[src/rtl/picoblaze_interrupt_controller_pkg.sv]
// Shared constants and types for the pacoblaze3 interrupt controller.
// The default port addresses live here so the I/O decode and PSM constants agree.
package picoblaze_interrupt_controller_pkg;

  localparam int         NUM_SRC_MAX   = 8;
  localparam logic [7:0] DEF_ADDR_MASK = 8'h10;
  localparam logic [7:0] DEF_ADDR_PEND = 8'h11;
  localparam logic [7:0] DEF_ADDR_VEC  = 8'h12;
  localparam logic [7:0] DEF_ADDR_EOI  = 8'h13;

  typedef enum logic [1:0] {
    ST_IDLE,
    ST_REQ,
    ST_SERVICE
  } irq_state_t;

  // Index of the lowest set bit; bit 0 is the highest priority source.
  function automatic logic [3:0] lowest_idx(input logic [NUM_SRC_MAX-1:0] v);
    lowest_idx = 4'd0;
    for (int i = NUM_SRC_MAX - 1; i >= 0; i--) begin
      if (v[i]) lowest_idx = 4'(i);
    end
  endfunction

endpackage

[src/rtl/picoblaze_interrupt_controller_irq_edge_detect.sv]
// Rising-edge detector for the interrupt sources.
// The first edge after reset only primes prev, so a source already high
// when reset releases does not register as an event.
module irq_edge_detect #(
  parameter int W = 4
) (
  input  logic         clk,
  input  logic         reset,
  input  logic [W-1:0] src,
  output logic [W-1:0] rise
);

  logic [W-1:0] prev;
  logic         armed;

  // Track the previous source level and arm after the first post-reset edge.
  always_ff @(posedge clk or posedge reset) begin
    if (reset) begin
      prev  <= '0;
      armed <= 1'b0;
    end else begin
      prev  <= src;
      armed <= 1'b1;
    end
  end

  assign rise = armed ? (src & ~prev) : '0;

endmodule

[src/rtl/picoblaze_interrupt_controller.sv]
// Interrupt controller for the pacoblaze3 core: latches source edges into a
// pending register, applies a CPU mask, raises one level interrupt and hands
// the highest-priority source index to the CPU on acknowledge.
module picoblaze_interrupt_controller
  import picoblaze_interrupt_controller_pkg::*;
#(
  parameter int         NUM_SRC   = 4,
  parameter logic [7:0] ADDR_MASK = DEF_ADDR_MASK,
  parameter logic [7:0] ADDR_PEND = DEF_ADDR_PEND,
  parameter logic [7:0] ADDR_VEC  = DEF_ADDR_VEC,
  parameter logic [7:0] ADDR_EOI  = DEF_ADDR_EOI
) (
  input  logic               clk,
  input  logic               reset,
  input  logic [NUM_SRC-1:0] irq_src,
  input  logic [7:0]         port_id,
  input  logic [7:0]         out_port,
  input  logic               write_strobe,
  input  logic               read_strobe,
  input  logic               interrupt_ack,
  output logic               interrupt,
  output logic [7:0]         rd_data
);

  logic [NUM_SRC-1:0] rise;
  logic [NUM_SRC-1:0] mask;
  logic [NUM_SRC-1:0] pending;
  logic [NUM_SRC-1:0] act;
  logic [NUM_SRC-1:0] sel;
  logic [NUM_SRC-1:0] w1c;
  logic [NUM_SRC-1:0] clr;
  logic [3:0]         vector;
  irq_state_t         state;
  logic               wr_mask;
  logic               wr_pend;
  logic               wr_eoi;
  logic               ack_take;
  logic               unused;

  // Reads have no side effects, and out_port bits above NUM_SRC carry nothing.
  assign unused = ^{read_strobe, out_port};

  irq_edge_detect #(.W(NUM_SRC)) u_edge (
    .clk   (clk),
    .reset (reset),
    .src   (irq_src),
    .rise  (rise)
  );

  assign wr_mask  = write_strobe && (port_id == ADDR_MASK);
  assign wr_pend  = write_strobe && (port_id == ADDR_PEND);
  assign wr_eoi   = write_strobe && (port_id == ADDR_EOI);

  assign act      = pending & mask;
  // Isolate the lowest set bit of the masked pending set.
  assign sel      = act & (~act + NUM_SRC'(1));
  assign ack_take = (state == ST_REQ) && interrupt_ack && (act != '0);
  assign w1c      = wr_pend ? out_port[NUM_SRC-1:0] : '0;
  assign clr      = w1c | (ack_take ? sel : '0);

  // Mask and pending registers; a new event outranks any clear in the same cycle.
  always_ff @(posedge clk or posedge reset) begin
    if (reset) begin
      mask    <= '0;
      pending <= '0;
    end else begin
      if (wr_mask) mask <= out_port[NUM_SRC-1:0];
      pending <= (pending & ~clr) | rise;
    end
  end

  // Request/service FSM with registered interrupt and vector capture on ack.
  always_ff @(posedge clk or posedge reset) begin
    if (reset) begin
      state     <= ST_IDLE;
      interrupt <= 1'b0;
      vector    <= 4'd0;
    end else begin
      case (state)
        ST_IDLE: begin
          if (act != '0) begin
            state     <= ST_REQ;
            interrupt <= 1'b1;
          end
        end
        ST_REQ: begin
          if (act == '0) begin
            state     <= ST_IDLE;
            interrupt <= 1'b0;
          end else if (interrupt_ack) begin
            state     <= ST_SERVICE;
            interrupt <= 1'b0;
            vector    <= lowest_idx(8'(act));
          end
        end
        ST_SERVICE: begin
          if (wr_eoi) state <= ST_IDLE;
        end
        default: begin
          state     <= ST_IDLE;
          interrupt <= 1'b0;
        end
      endcase
    end
  end

  // Registered read mux; samples register values before any same-edge write.
  always_ff @(posedge clk or posedge reset) begin
    if (reset) begin
      rd_data <= 8'h00;
    end else if (port_id == ADDR_MASK) begin
      rd_data <= 8'(mask);
    end else if (port_id == ADDR_PEND) begin
      rd_data <= 8'(pending);
    end else if (port_id == ADDR_VEC) begin
      rd_data <= {4'h0, vector};
    end else begin
      rd_data <= 8'h00;
    end
  end

endmodule

[config.mk]
export PLATFORM = sky130hd
export DESIGN_NAME = picoblaze_interrupt_controller
export DESIGN_NICKNAME = d
export VERILOG_FILES = /design/src/rtl/picoblaze_interrupt_controller_pkg.sv /design/src/rtl/picoblaze_interrupt_controller_irq_edge_detect.sv /design/src/rtl/picoblaze_interrupt_controller.sv
export SDC_FILE = /design/constraint.sdc
export NUM_CORES = 1
export LEC_CHECK = 0
export BUFFER_PORTS_ARGS = -buffer_cell sky130_fd_sc_hd__buf_2
export CAP_MARGIN = 40
export CORE_MARGIN = 5
export CORE_UTILIZATION = 30
export DETAILED_ROUTE_END_ITERATION = 7
export SETUP_SLACK_MARGIN = 0.2
export SKIP_CTS_REPAIR_TIMING = 1
export SLEW_MARGIN = 15
export SYNTH_ARGS = -nofsm -noshare
export SYNTH_HDL_FRONTEND = slang
export SYNTH_SLANG_ARGS = --single-unit
[constraint.sdc]
create_clock -name clk -period 2 [get_ports clk]
set_clock_uncertainty 0.1 [all_clocks]
set_input_delay 0.1 -clock clk [delete_from_list [all_inputs] [get_ports clk]]
set_output_delay 0.1 -clock clk [all_outputs]
set_load 0.02 [all_outputs]
Yosys cells after proc, flatten, opt, wreduce, memory -nomap -nowiden --
Index checks and enable logic that the tools add are counted.
Word-level totals: output and inout bits 9, latch bits 0, input bits 25, bits in read-only memories 0, register bits 28, logic and storage cells 59, bits in writable memories 0, memories kept 0
Operators by class: multiply operators 0, magnitude comparators 0, eq/ne operators 9, shifts and indexed selects 0, $add $sub $neg 1, reduce and logical (&&, ||, !) cells 11, muxes and demuxes 19, bitwise operators 11, divide/modulo/power cells 0
Operator list (count):
- 4-bit two-way mux | 9
- 8-bit by 5-bit equality test with 1-bit output, second input constant | 4
- 4-bit bitwise AND | 4
- 4-bit NOT | 3
- 2-bit two-way mux | 5
- 3-bit AND reduction | 3
- 4-bit OR | 2
- 2-bit case mux with 3 select lines | 1
- 1-bit logical AND | 5
- 4-bit by 1-bit adder with 4-bit output, second input constant | 1
- 4-bit logical NOT | 1
- 2-bit inequality test, second input constant | 2
- 4-bit nonzero test | 1
- 1-bit two-way mux | 3
- 3-bit by 2-bit inequality test with 1-bit output, second input constant | 1
- 1-bit case mux with 3 select lines | 1
- 2-bit by 1-bit equality test with 1-bit output, second input constant | 1
- 2-bit equality test, second input constant | 1
- 2-bit logical NOT | 1
- 1-bit NOT | 2

Depth between registers and ports, before layout --
Gate-level depths: netlist of run 1.
word-level depth 9, mapped depth 4, depth with buffers taken out 3

By module --
From an unflattened synthesis of run 1, not the netlist that was laid out.
Unflattened totals: cell total of the unflattened synthesis 90, area, all modules 1038.5 um2
By module, submodules not included:
- picoblaze_interrupt_controller | cells an instance 79, sequential area each 425.4 um2, area an instance 870.8 um2, times used 1
- irq_edge_detect | cells an instance 11, sequential area each 125.1 um2, area an instance 167.7 um2, times used 1

Least setup slack after synthesis of run 1 --
OpenSTA, ideal clock, no wires.
kind register to register, start point register pending[1], end point register pending[3], clock period less this slack 1.598 ns, arrival time 1.379 ns, cell stages (with the launch flop) 4, setup slack 0.402 ns, required time 1.780 ns, buffers on the path 0, library setup time 0.120 ns, path through dfrtp_1 > a22o_4 > or4b_1 > a31o_1
On the way: word-level cells in the longest chain between the ends 9, elaborated cells on any way between the ends 11, those cells by class add/sub: 1; mux: 1; bitwise: 7; reduce/logical: 2
Ends and longest elaborated chain:
- from (decl) | line picoblaze_interrupt_controller.sv:27 | logic [NUM_SRC-1:0] pending;
- from (signal assigned) | line picoblaze_interrupt_controller.sv:68 | pending <= (pending & ~clr) | rise;
- 4-bit bitwise AND (*) | line picoblaze_interrupt_controller.sv:54 | assign act = pending & mask;
- 4-bit NOT | line picoblaze_interrupt_controller.sv:56 | assign sel = act & (~act + NUM_SRC'(1));
- 4-bit by 1-bit adder with 4-bit output | line picoblaze_interrupt_controller.sv:56
- 4-bit bitwise AND | line picoblaze_interrupt_controller.sv:56
- 4-bit two-way mux (*) | line picoblaze_interrupt_controller.sv:59 | assign clr = w1c | (ack_take ? sel : '0);
- 4-bit OR (*) | line picoblaze_interrupt_controller.sv:59
- 4-bit NOT (*) | line picoblaze_interrupt_controller.sv:68
- 4-bit bitwise AND (*) | line picoblaze_interrupt_controller.sv:68
- 4-bit OR (*) | line picoblaze_interrupt_controller.sv:68
Mark *: on every way between the ends. The rest lies on a longest branch, timed or not. A chain may end at the register's enable or synchronous reset.

Worst setup path in the final report of run 1 --
Ends and elaborated chain as after synthesis.

==> results of run 1 <==
[kinds of logic after synthesis]
group | after synthesis
AO/OA/AOI/OAI | 19
buffers and inverters | 9
AND/OR/NAND/NOR | 34
multiplexers | 8
flip-flops | 22
other | 2
[stage by stage]
stage | power (mW) | util (%)
after global placement | 0.687 | 36.2
after detailed placement | 0.694 | 36.2
after global routing | 1.01 | 41.3
final | 0.944 | 41.3
after floorplan | 0.637 | -
after CTS | 0.939 | 37.2
[flip-flops by register name, indices dropped and copies added, names as in the netlist]
| signal | flops |
|---|---|
| interrupt | 1 |
| mask | 4 |
| pending | 4 |
| rd_data | 4 |
| state | 2 |
| u_edge.armed | 1 |
| u_edge.prev | 4 |
| vector | 2 |
[power by group through the flow]
| stage | logic [mW] | clock network (mW) | registers (mW) |
|---|---|---|---|
| 5_1_grt | 0.209 | 0.278 | 0.526 |
| 2_1_floorplan | 0.104 | 0 | 0.534 |
| 3_3_place_gp | 0.162 | 0 | 0.525 |
| 4_1_cts | 0.167 | 0.253 | 0.519 |
| 6_report | 0.188 | 0.238 | 0.518 |
| 3_5_place_dp | 0.165 | 0 | 0.528 |
[synthesized netlist by cell type (2+ instances only)]
cell                       number  area, um2
sky130_fd_sc_hd__and2_1         3       18.8
sky130_fd_sc_hd__nand3_1        2       10.0
sky130_fd_sc_hd__mux2i_1        4       40.0
sky130_fd_sc_hd__nor2_1         3       11.3
sky130_fd_sc_hd__dfrtp_1       22        551
sky130_fd_sc_hd__nand2b_1       2       12.5
sky130_fd_sc_hd__buf_4          4       30.0
sky130_fd_sc_hd__nand3b_1       3       22.5
sky130_fd_sc_hd__mux2_2         4       45.0
sky130_fd_sc_hd__and3b_1        3       26.3
sky130_fd_sc_hd__nand4_1        3       18.8
sky130_fd_sc_hd__a21oi_1        3       15.0
sky130_fd_sc_hd__inv_1          3       11.3
sky130_fd_sc_hd__conb_1         2       7.51
sky130_fd_sc_hd__a32o_1         3       30.0
sky130_fd_sc_hd__clkbuf_1       2       7.51
sky130_fd_sc_hd__nand2_1        6       22.5
sky130_fd_sc_hd__o21ai_0        5       25.0
[worst register-to-register path: cells and delay by family, from the launching register on]
kind	cells	cell delay (ns)
flip-flops	1	0.44
AND/OR/NAND/NOR	1	0.52
AO/OA/AOI/OAI	2	0.53
[path summary, 6_finish.rpt]
path	start	end	slack (ns)	depth (start not counted)
min in group asynchronous	reset	rd_data[2]	0.12	3
hold reg to reg	u_edge.prev[2]	pending[2]	0.34	1
setup reg to reg	pending[1]	pending[3]	0.31	3
max in group asynchronous	reset	mask[3]	1.33	4
setup / recovery	pending[1]	pending[3]	0.31	3
hold / removal	port_id[7]	rd_data[1]	0.02	3
[cell type report]
class,instances,share of cell area (%)
Timing Repair Buffer,37,18.9
Tap cell,46,4.11
Multi-Input combinational cell,66,34.2
Sequential cell,22,39.3
Inverter,3,0.804
Clock buffer,4,2.59
[cells in the final DEF (no fill, tap or decap), drive strengths merged, types with 4 or more instances in the layout]
master       Yosys  layout
o21ai            5       5
buf              4      26
mux2i            4       4
mux2             4       4
clkbuf           2       4
dlygate4sd3      0      11
nand2            6       6
conb             2       5
dfrtp           22      22
[layer usage]
layer | vias up | part of all wire, %
met1 | 410 | 44
met4 | 0 | 0.21
li1 | 415 | -
met2 | 27 | 48
met3 | 2 | 7.6
met5 | - | 0
==> flow_summary.ini, run 1 <==
[cells_and_area]
number_of_nets_in_the_final_layout = 158
finish.instance_area_mm2 = 0.00140
instances_no_fill = 178
layout-drive-gt1-share_pct = 29.5
multiInputGateArea_um2 = 479
area_growth_syn_to_layout_pct = 31.2
ff_latch_area_um2 = 551
antenna-diode-count = 0
filler_cell_count = 329

[yosys]
yosys.area_share.xor_xnor_pct = 0
yosysWarnings = 0
flip_flop_cell_with_the_highest_count_after_synthesis = sky130_fd_sc_hd__dfrtp_1
postSynthRegisterBits = 22
post_synth_num_cell_types = 35
synth_edf_count = 0
compound_gate_fraction_of_synth_area_pct = 13.5
sequential_fraction_of_the_synthesis_area_pct = 51.6
synth_fa_ha_area_share_pct = 0
post_synth_mux_area_share_pct = 7.97
synth_simple_gate_area_share_pct = 21.7
synthesis.area_mm2 = 0.00107
async_reset_ff_share_pct = 100
synth_top_family_by_area = simple AND/OR/NAND/NOR gates
synthesis.instances = 94
post_synth.cell_area_avg_um2 = 11.4

[worst_setup_path]
timing_worst_setup_path_type = register to register
critPathBufInv = 0
path_max_fanout = 6
worst_path_largest_cell_delay_ns = 0.52
cell_type_group_with_the_largest_total_delay_on_the_critical_path = compound AO/OA/AOI/OAI gates
slowest_stage_cell_on_the_critical_path = sky130_fd_sc_hd__or4b_1
end_kind = register
worstSetupStartpointType = register
cp_cell_sequence = a22o_4, or4b_1, a31o_1
cp_data_required_time_ns = 2.11
arrival_ns = 1.79

[pwr]
power.density_mw_per_mm2 = 674
cell_internal_pwr_uw = 691
power_switching_uw = 254
switching_share_of_power_pct = 26.9
p_clk_share_pct = 25.2
ir_drop_v = 0.000522
share_comb_of_total_power_pct = 19.9
leakage_nw = 0.640
seqPwrFrac_pct = 54.9

[route]
detailedRoute.firstIterationViolations = 42
dr.pass1.iters = 4
route.vias.total = 854
final_wirelength_um = 2330
drt-wirelength-per-cell_um = 13.1
post_drt_via_cell_ratio = 4.80
route.antenna.remaining_nets = 0
drt_drc_violations_left = 0

[place]
placement.io_buffers = 24
pre_cts_ws_ns = 0.330
place_hpwl_um = 1750
routabilityCongestion = 0.836
placed_cells_incl_taps = 162
placed_area_mm2 = 0.00123

[cts]
cts_max_level = 1
worst_skew_pair.late_latency_ns = 0.30
cts_inserted_buffers = 3
cts_sinks = 22
clock_tree.root_cell = sky130_fd_sc_hd__clkbuf_4
clkTransAtPathRegs_ns = 0.11
cts.path.max_buffers = 2
tritoncts = yes

[timing]
hold-worst-slack_ns = 0.0151
report.final.slew_viol_count = 0
rsz0062_at_grt = false
timing.fmax_mhz = 593
setup_ws_ns = 0.314
min_period_over_period_pct = 84.3
post-route-min-period_ns = 1.69
setup_tns_ns = 0
final_hold_viol_count = 0
setup_viol = 0

[grt]
grt_max_degree = 23
track_usage_pct = 9.36
grt_overflow = 0
grt_antenna_before_repair = 0
grt_pass1_vias = 809
met3_track_utilization_from_global_routing_pct = 4.20
grt_first_pass_wirelength_um = 3740
global_route.usage.met1_pct = 11.9
grt_use_met2_pct = 15.0
gr-max-usage-layer = met2

[die]
fp-row-count = 21
chipWidth_um = 69.6
core_area_mm2 = 0.00339
die-height_um = 69.6
fp.dieArea_mm2 = 0.00485
floorplan.initialDensity_pct = 31.5
num_io_pins = 34

[min_path]
hp-class = input pin to register

[job]
drv_cap = 0

[outcome]
outcome = completed
(Power assumes the default switching activity.)
==> inputs of run 2 (changes only) <==
clock period = 1.7 ns   (was 2 ns; I/O delays follow)
==> run 2 against run 1 <==
Compared with the run above: setup slack lost 0.24 ns; via count is 2.8% higher; die area is the same; sequential power grew 18%; sequential cell count is the same; critical endpoint unchanged; largest cell class unchanged; highest routed layer unchanged.
==> flow_summary.ini, run 2 (synthesis results as in run 1) <==
[timing]
hold-worst-slack_ns = 0.00424
setup_viol = 0
final_hold_viol_count = 0
min_period_over_period_pct = 95.4
report.final.slew_viol_count = 0
setup_ws_ns = 0.0776
setup_tns_ns = 0
timing.fmax_mhz = 616
rsz0062_at_grt = true
post-route-min-period_ns = 1.62

[worst_setup_path]
end_kind = register
crit-reg2reg-launch = pending[1]
worstSetupStartpoint = pending[1]
path_max_fanout = 4
cp_data_required_time_ns = 1.81
worst-r2r-cell-count = 3
reg2reg_to = pending[3]
worstSetupStartpointType = register
timing_worst_setup_path_type = register to register
arrival_ns = 1.73
timing.reg2reg.setup_slack_ns = 0.08

[cts]
tritoncts = yes
clkTransAtPathRegs_ns = 0.12
cts_sinks = 22
clock_tree.root_cell = sky130_fd_sc_hd__clkbuf_4
worst_skew_pair.late_latency_ns = 0.30
cts_max_level = 1
cts_inserted_buffers = 3
cts.path.max_buffers = 2

[cells_and_area]
layout-drive-gt1-share_pct = 32.6
antenna-diode-count = 0
layout.cells.most_common_list = 24 x sky130_fd_sc_hd__buf_2, 22 x sky130_fd_sc_hd__dfrtp_1, 12 x sky130_fd_sc_hd__dlygate4sd3_1, 7 x sky130_fd_sc_hd__buf_4, 6 x sky130_fd_sc_hd__nand2_1
commonest_non_fill_non_tap_cell_in_the_layout = sky130_fd_sc_hd__buf_2
number_of_nets_in_the_final_layout = 164
finish.instance_area_mm2 = 0.00143
area_growth_syn_to_layout_pct = 34.1
instances_no_fill = 184

[route]
post_drt_via_cell_ratio = 4.77
final_wirelength_um = 2310
detailedRoute.firstIterationViolations = 26
drt_drc_violations_left = 0
route.antenna.remaining_nets = 0
drt-wirelength-per-cell_um = 12.6
route.vias.total = 878
dr.pass1.iters = 4

[pwr]
seqPwrFrac_pct = 54.3
power_switching_uw = 304
share_comb_of_total_power_pct = 20.4
ir_drop_v = 0.000544
cell_internal_pwr_uw = 818
switching_share_of_power_pct = 27.1
power.density_mw_per_mm2 = 783
p_clk_share_pct = 25.2
leakage_nw = 0.663

[min_path]
hold_path_end = state[1]
hold_path.startpoint = port_id[6]
whs_path_depth = 3
hp-class = input pin to register

[die]
floorplan.initialDensity_pct = 31.5
fp-row-count = 21
chipWidth_um = 69.6
fp.dieArea_mm2 = 0.00485
die-height_um = 69.6
num_io_pins = 34
core_area_mm2 = 0.00339

[grt]
grt_first_pass_wirelength_um = 3710
grt_pass1_vias = 843
grt_max_degree = 23
track_usage_pct = 9.36
grt_overflow = 0
grt_antenna_before_repair = 0

[place]
placed_cells_incl_taps = 165
routabilityCongestion = 0.777
placement.io_buffers = 24
place_hpwl_um = 1730
placed_area_mm2 = 0.00125
pre_cts_ws_ns = 0.0748

[outcome]
outcome = completed

[job]
drv_cap = 0
run 2: cell count changes in the layout (fill, tap and decap cells not counted):
cell	delta
sky130_fd_sc_hd__buf_4	+6
sky130_fd_sc_hd__or4b_1	-1
sky130_fd_sc_hd__dlygate4sd3_1	+1
sky130_fd_sc_hd__buf_16	-1
sky130_fd_sc_hd__or4b_4	+1
run 2: power by group through the flow:
stage	Clock, mW	Sequential (mW)	Combinational, mW
6_report	0.283	0.609	0.229
4_1_cts	0.299	0.610	0.202
2_1_floorplan	0	0.628	0.122
3_3_place_gp	0	0.618	0.196
5_1_grt	0.313	0.618	0.258
3_5_place_dp	0	0.620	0.201
run 2: worst max-delay path, cell delays in order, from the launching register on:
cell                      delay (ns)
sky130_fd_sc_hd__dfrtp_1        0.44
sky130_fd_sc_hd__a22o_4         0.28
sky130_fd_sc_hd__or4b_4         0.50
sky130_fd_sc_hd__a31o_1         0.21
run 2: routing by layer:
layer | global-route usage (%) | part of all wire, % | vias up
li1 | - | - | 427
met1 | 11.5 | 46 | 416
met2 | 15.3 | 46 | 33
met3 | 4.35 | 7.6 | 2
met4 | 1.49 | 0.74 | 0
met5 | 0 | 0 | -
run 2: cell type report:
type,instances,area [um2]
clock buffers,4,36.3
flip-flops and latches,22,551
well taps,46,57.6
repair buffers,43,293
multi-input cells,66,483
inverters,3,11.3
fillers,337,1960
run 2: worst max-delay path by stage:
stage	slack (ns)	to	cells past startpoint
3_5_place_dp	0.07	pending[3]	3
2_1_floorplan	0.12	pending[3]	3
6_report	0.08	pending[3]	3
4_1_cts	0.06	pending[3]	3
3_3_place_gp	0.1	pending[3]	3
5_1_grt	0.03	pending[3]	3
run 2: through the flow:
step                      util [%]  power, mW
final                         42.2       1.12
after global routing          42.2       1.19
after CTS                     37.9       1.11
after detailed placement      36.8      0.821
after global placement        36.8      0.813
after floorplan                  -      0.750
==> inputs of run 3 (changes only) <==
ABC_AREA = 1   (was not set)
==> run 3 against run 2 <==
Compared with the run above: the flow now finishes with violations (negative hold slack); register-to-register slack improved by 0.33 ns; sequential cell count is the same; synthesized area grew 4.1%; critical endpoint unchanged; clock power up 28%.
==> flow_summary.ini, run 3 <==
[yosys]
post_synth.cell_area_avg_um2 = 8.23
netlist_top_cells_area = sky130_fd_sc_hd__dfrtp_1 50%, sky130_fd_sc_hd__nand2_1 13%, sky130_fd_sc_hd__nand3_1 9.5%, sky130_fd_sc_hd__inv_1 3.7%, sky130_fd_sc_hd__nand2_2 2.8%
synth_edf_count = 0
yosysWarnings = 0
synth_top_area_cell = sky130_fd_sc_hd__dfrtp_1
async_reset_ff_share_pct = 100
yosys-top-cells-count = 37 x sky130_fd_sc_hd__nand2_1, 22 x sky130_fd_sc_hd__dfrtp_1, 21 x sky130_fd_sc_hd__nand3_1, 11 x sky130_fd_sc_hd__inv_1, 6 x sky130_fd_sc_hd__nor2_1
post_synth_num_cell_types = 21
yosysMostFrequentCell = sky130_fd_sc_hd__nand2_1
sequential_fraction_of_the_synthesis_area_pct = 49.5
synthDominantCellAreaShare_pct = 49.5
synthesis.area_mm2 = 0.00111
flip_flop_cell_with_the_highest_count_after_synthesis = sky130_fd_sc_hd__dfrtp_1
synthesis.instances = 135
postSynthRegisterBits = 22

[cells_and_area]
filler_cell_count = 383
layout-drive-gt1-share_pct = 26.5
layout.cells.most_common_list = 37 x sky130_fd_sc_hd__nand2_1, 24 x sky130_fd_sc_hd__buf_2, 22 x sky130_fd_sc_hd__dfrtp_1, 21 x sky130_fd_sc_hd__nand3_1, 11 x sky130_fd_sc_hd__inv_1
number_of_nets_in_the_final_layout = 196
ff_latch_area_um2 = 551
finish.instance_area_mm2 = 0.00141
finalCoreUtilization_pct = 38.9
multiInputGateArea_um2 = 479
area_growth_syn_to_layout_pct = 27.1
antenna-diode-count = 0
commonest_non_fill_non_tap_cell_in_the_layout = sky130_fd_sc_hd__nand2_1

[worst_setup_path]
timing_worst_setup_path_type = register to register
path_max_fanout = 7
end_kind = register
worst-r2r-cell-count = 6
cp_data_required_time_ns = 1.75
worstSetupStartpointType = register
timing.reg2reg.setup_slack_ns = 0.40
arrival_ns = 1.35

[cts]
worst_skew_pair.late_latency_ns = 0.25
cts_inserted_buffers = 3
cts.path.max_buffers = 2
clock_tree.root_cell = sky130_fd_sc_hd__clkbuf_8
cts_sinks = 22
cts_max_level = 1
tritoncts = yes
clkTransAtPathRegs_ns = 0.07

[die]
die-height_um = 70.9
fp-row-count = 22
core_area_mm2 = 0.00363
chipWidth_um = 70.9
fp.dieArea_mm2 = 0.00502
num_io_pins = 34
floorplan.initialDensity_pct = 30.6

[route]
drt-wirelength-per-cell_um = 10.0
final_wirelength_um = 2190
post_drt_via_cell_ratio = 4.37
dr.pass1.iters = 4
route.vias.total = 953
detailedRoute.firstIterationViolations = 34
route.antenna.remaining_nets = 0
drt_drc_violations_left = 0

[timing]
post-route-min-period_ns = 1.30
timing.fmax_mhz = 772
report.final.slew_viol_count = 0
setup_tns_ns = 0
setup_viol = 0
final_hold_viol_count = 1
min_period_over_period_pct = 76.2
rsz0062_at_grt = false
hold-worst-slack_ns = -0.0192

[grt]
track_usage_pct = 9.11
grt_antenna_before_repair = 0
grt_overflow = 0
grt_max_degree = 23
grt_first_pass_wirelength_um = 3720
grt_pass1_vias = 869

[job]
drv_cap = 0

[pwr]
power.density_mw_per_mm2 = 840
ir_drop_v = 0.000646
leakage_nw = 0.752

[outcome]
failed_checks = negative hold slack
outcome = complete, but fails checks

[place]
placement.io_buffers = 24
placed_area_mm2 = 0.00128
routabilityCongestion = 0.832
place_hpwl_um = 1650

[min_path]
whs_path_depth = 3
hp-class = input pin to register
-- run 3: cells by family after synthesis --
kind of cell	synth area share (%)
and+or+nand+nor	39.2
AOI/OAI and AO/OA	2.25
buffers and inverters	8.33
other	0.676
DFF	49.5
-- run 3: cell type report --
type / count / area share [%]
well taps: 48 / 4.25
multi-input cells: 96 / 33.9
repair buffers: 34 / 15.2
flip-flops and latches: 22 / 39.0
clock buffers: 4 / 3.90
inverters: 14 / 3.72
-- run 3: path summary, 6_finish.rpt --
path / start / endpoint
setup reg to reg: state[1] / pending[3]
hold reg to reg: interrupt / interrupt
hold / removal: out_port[1] / mask[1]
min in group asynchronous: reset / u_edge.prev[3]
max in group asynchronous: reset / state[1]
setup / recovery: state[1] / pending[3]
-- run 3: per-stage QoR --
stage	instances	power, mW	worst slack, ns	hold slack, ns
after floorplan	138	0.761	0.573	-0.0258
after global placement	206	0.822	0.414	0.0310
after detailed placement	206	0.824	0.419	0.0309
after CTS	210	1.19	0.406	-0.254
after global routing	218	1.27	0.273	0.0257
final	218	1.19	0.405	-0.0192
-- run 3: power by group --
group	switching (mW)	internal [mW]
Sequential	0.0268	0.570
Combinational	0.143	0.0862
Clock	0.155	0.206
Total	0.324	0.862
-- run 3: layer usage --
metal	global-route usage, %	wire length [um]	vias to the layer above
met5	0	0	-
met4	2.51	16	0
met3	3.27	126	2
met2	14.1	1050	19
met1	12.1	999	437
li1	-	-	495
-- run 3: critical path: stages, from the launching register on --
cell and delay (ns):
sky130_fd_sc_hd__dfrtp_1 0.38, sky130_fd_sc_hd__inv_1 0.07, sky130_fd_sc_hd__nand2_1 0.07, sky130_fd_sc_hd__nor2_2 0.27, sky130_fd_sc_hd__nand4_1 0.14, sky130_fd_sc_hd__nand3_1 0.12
sky130_fd_sc_hd__nand2_1 0.06
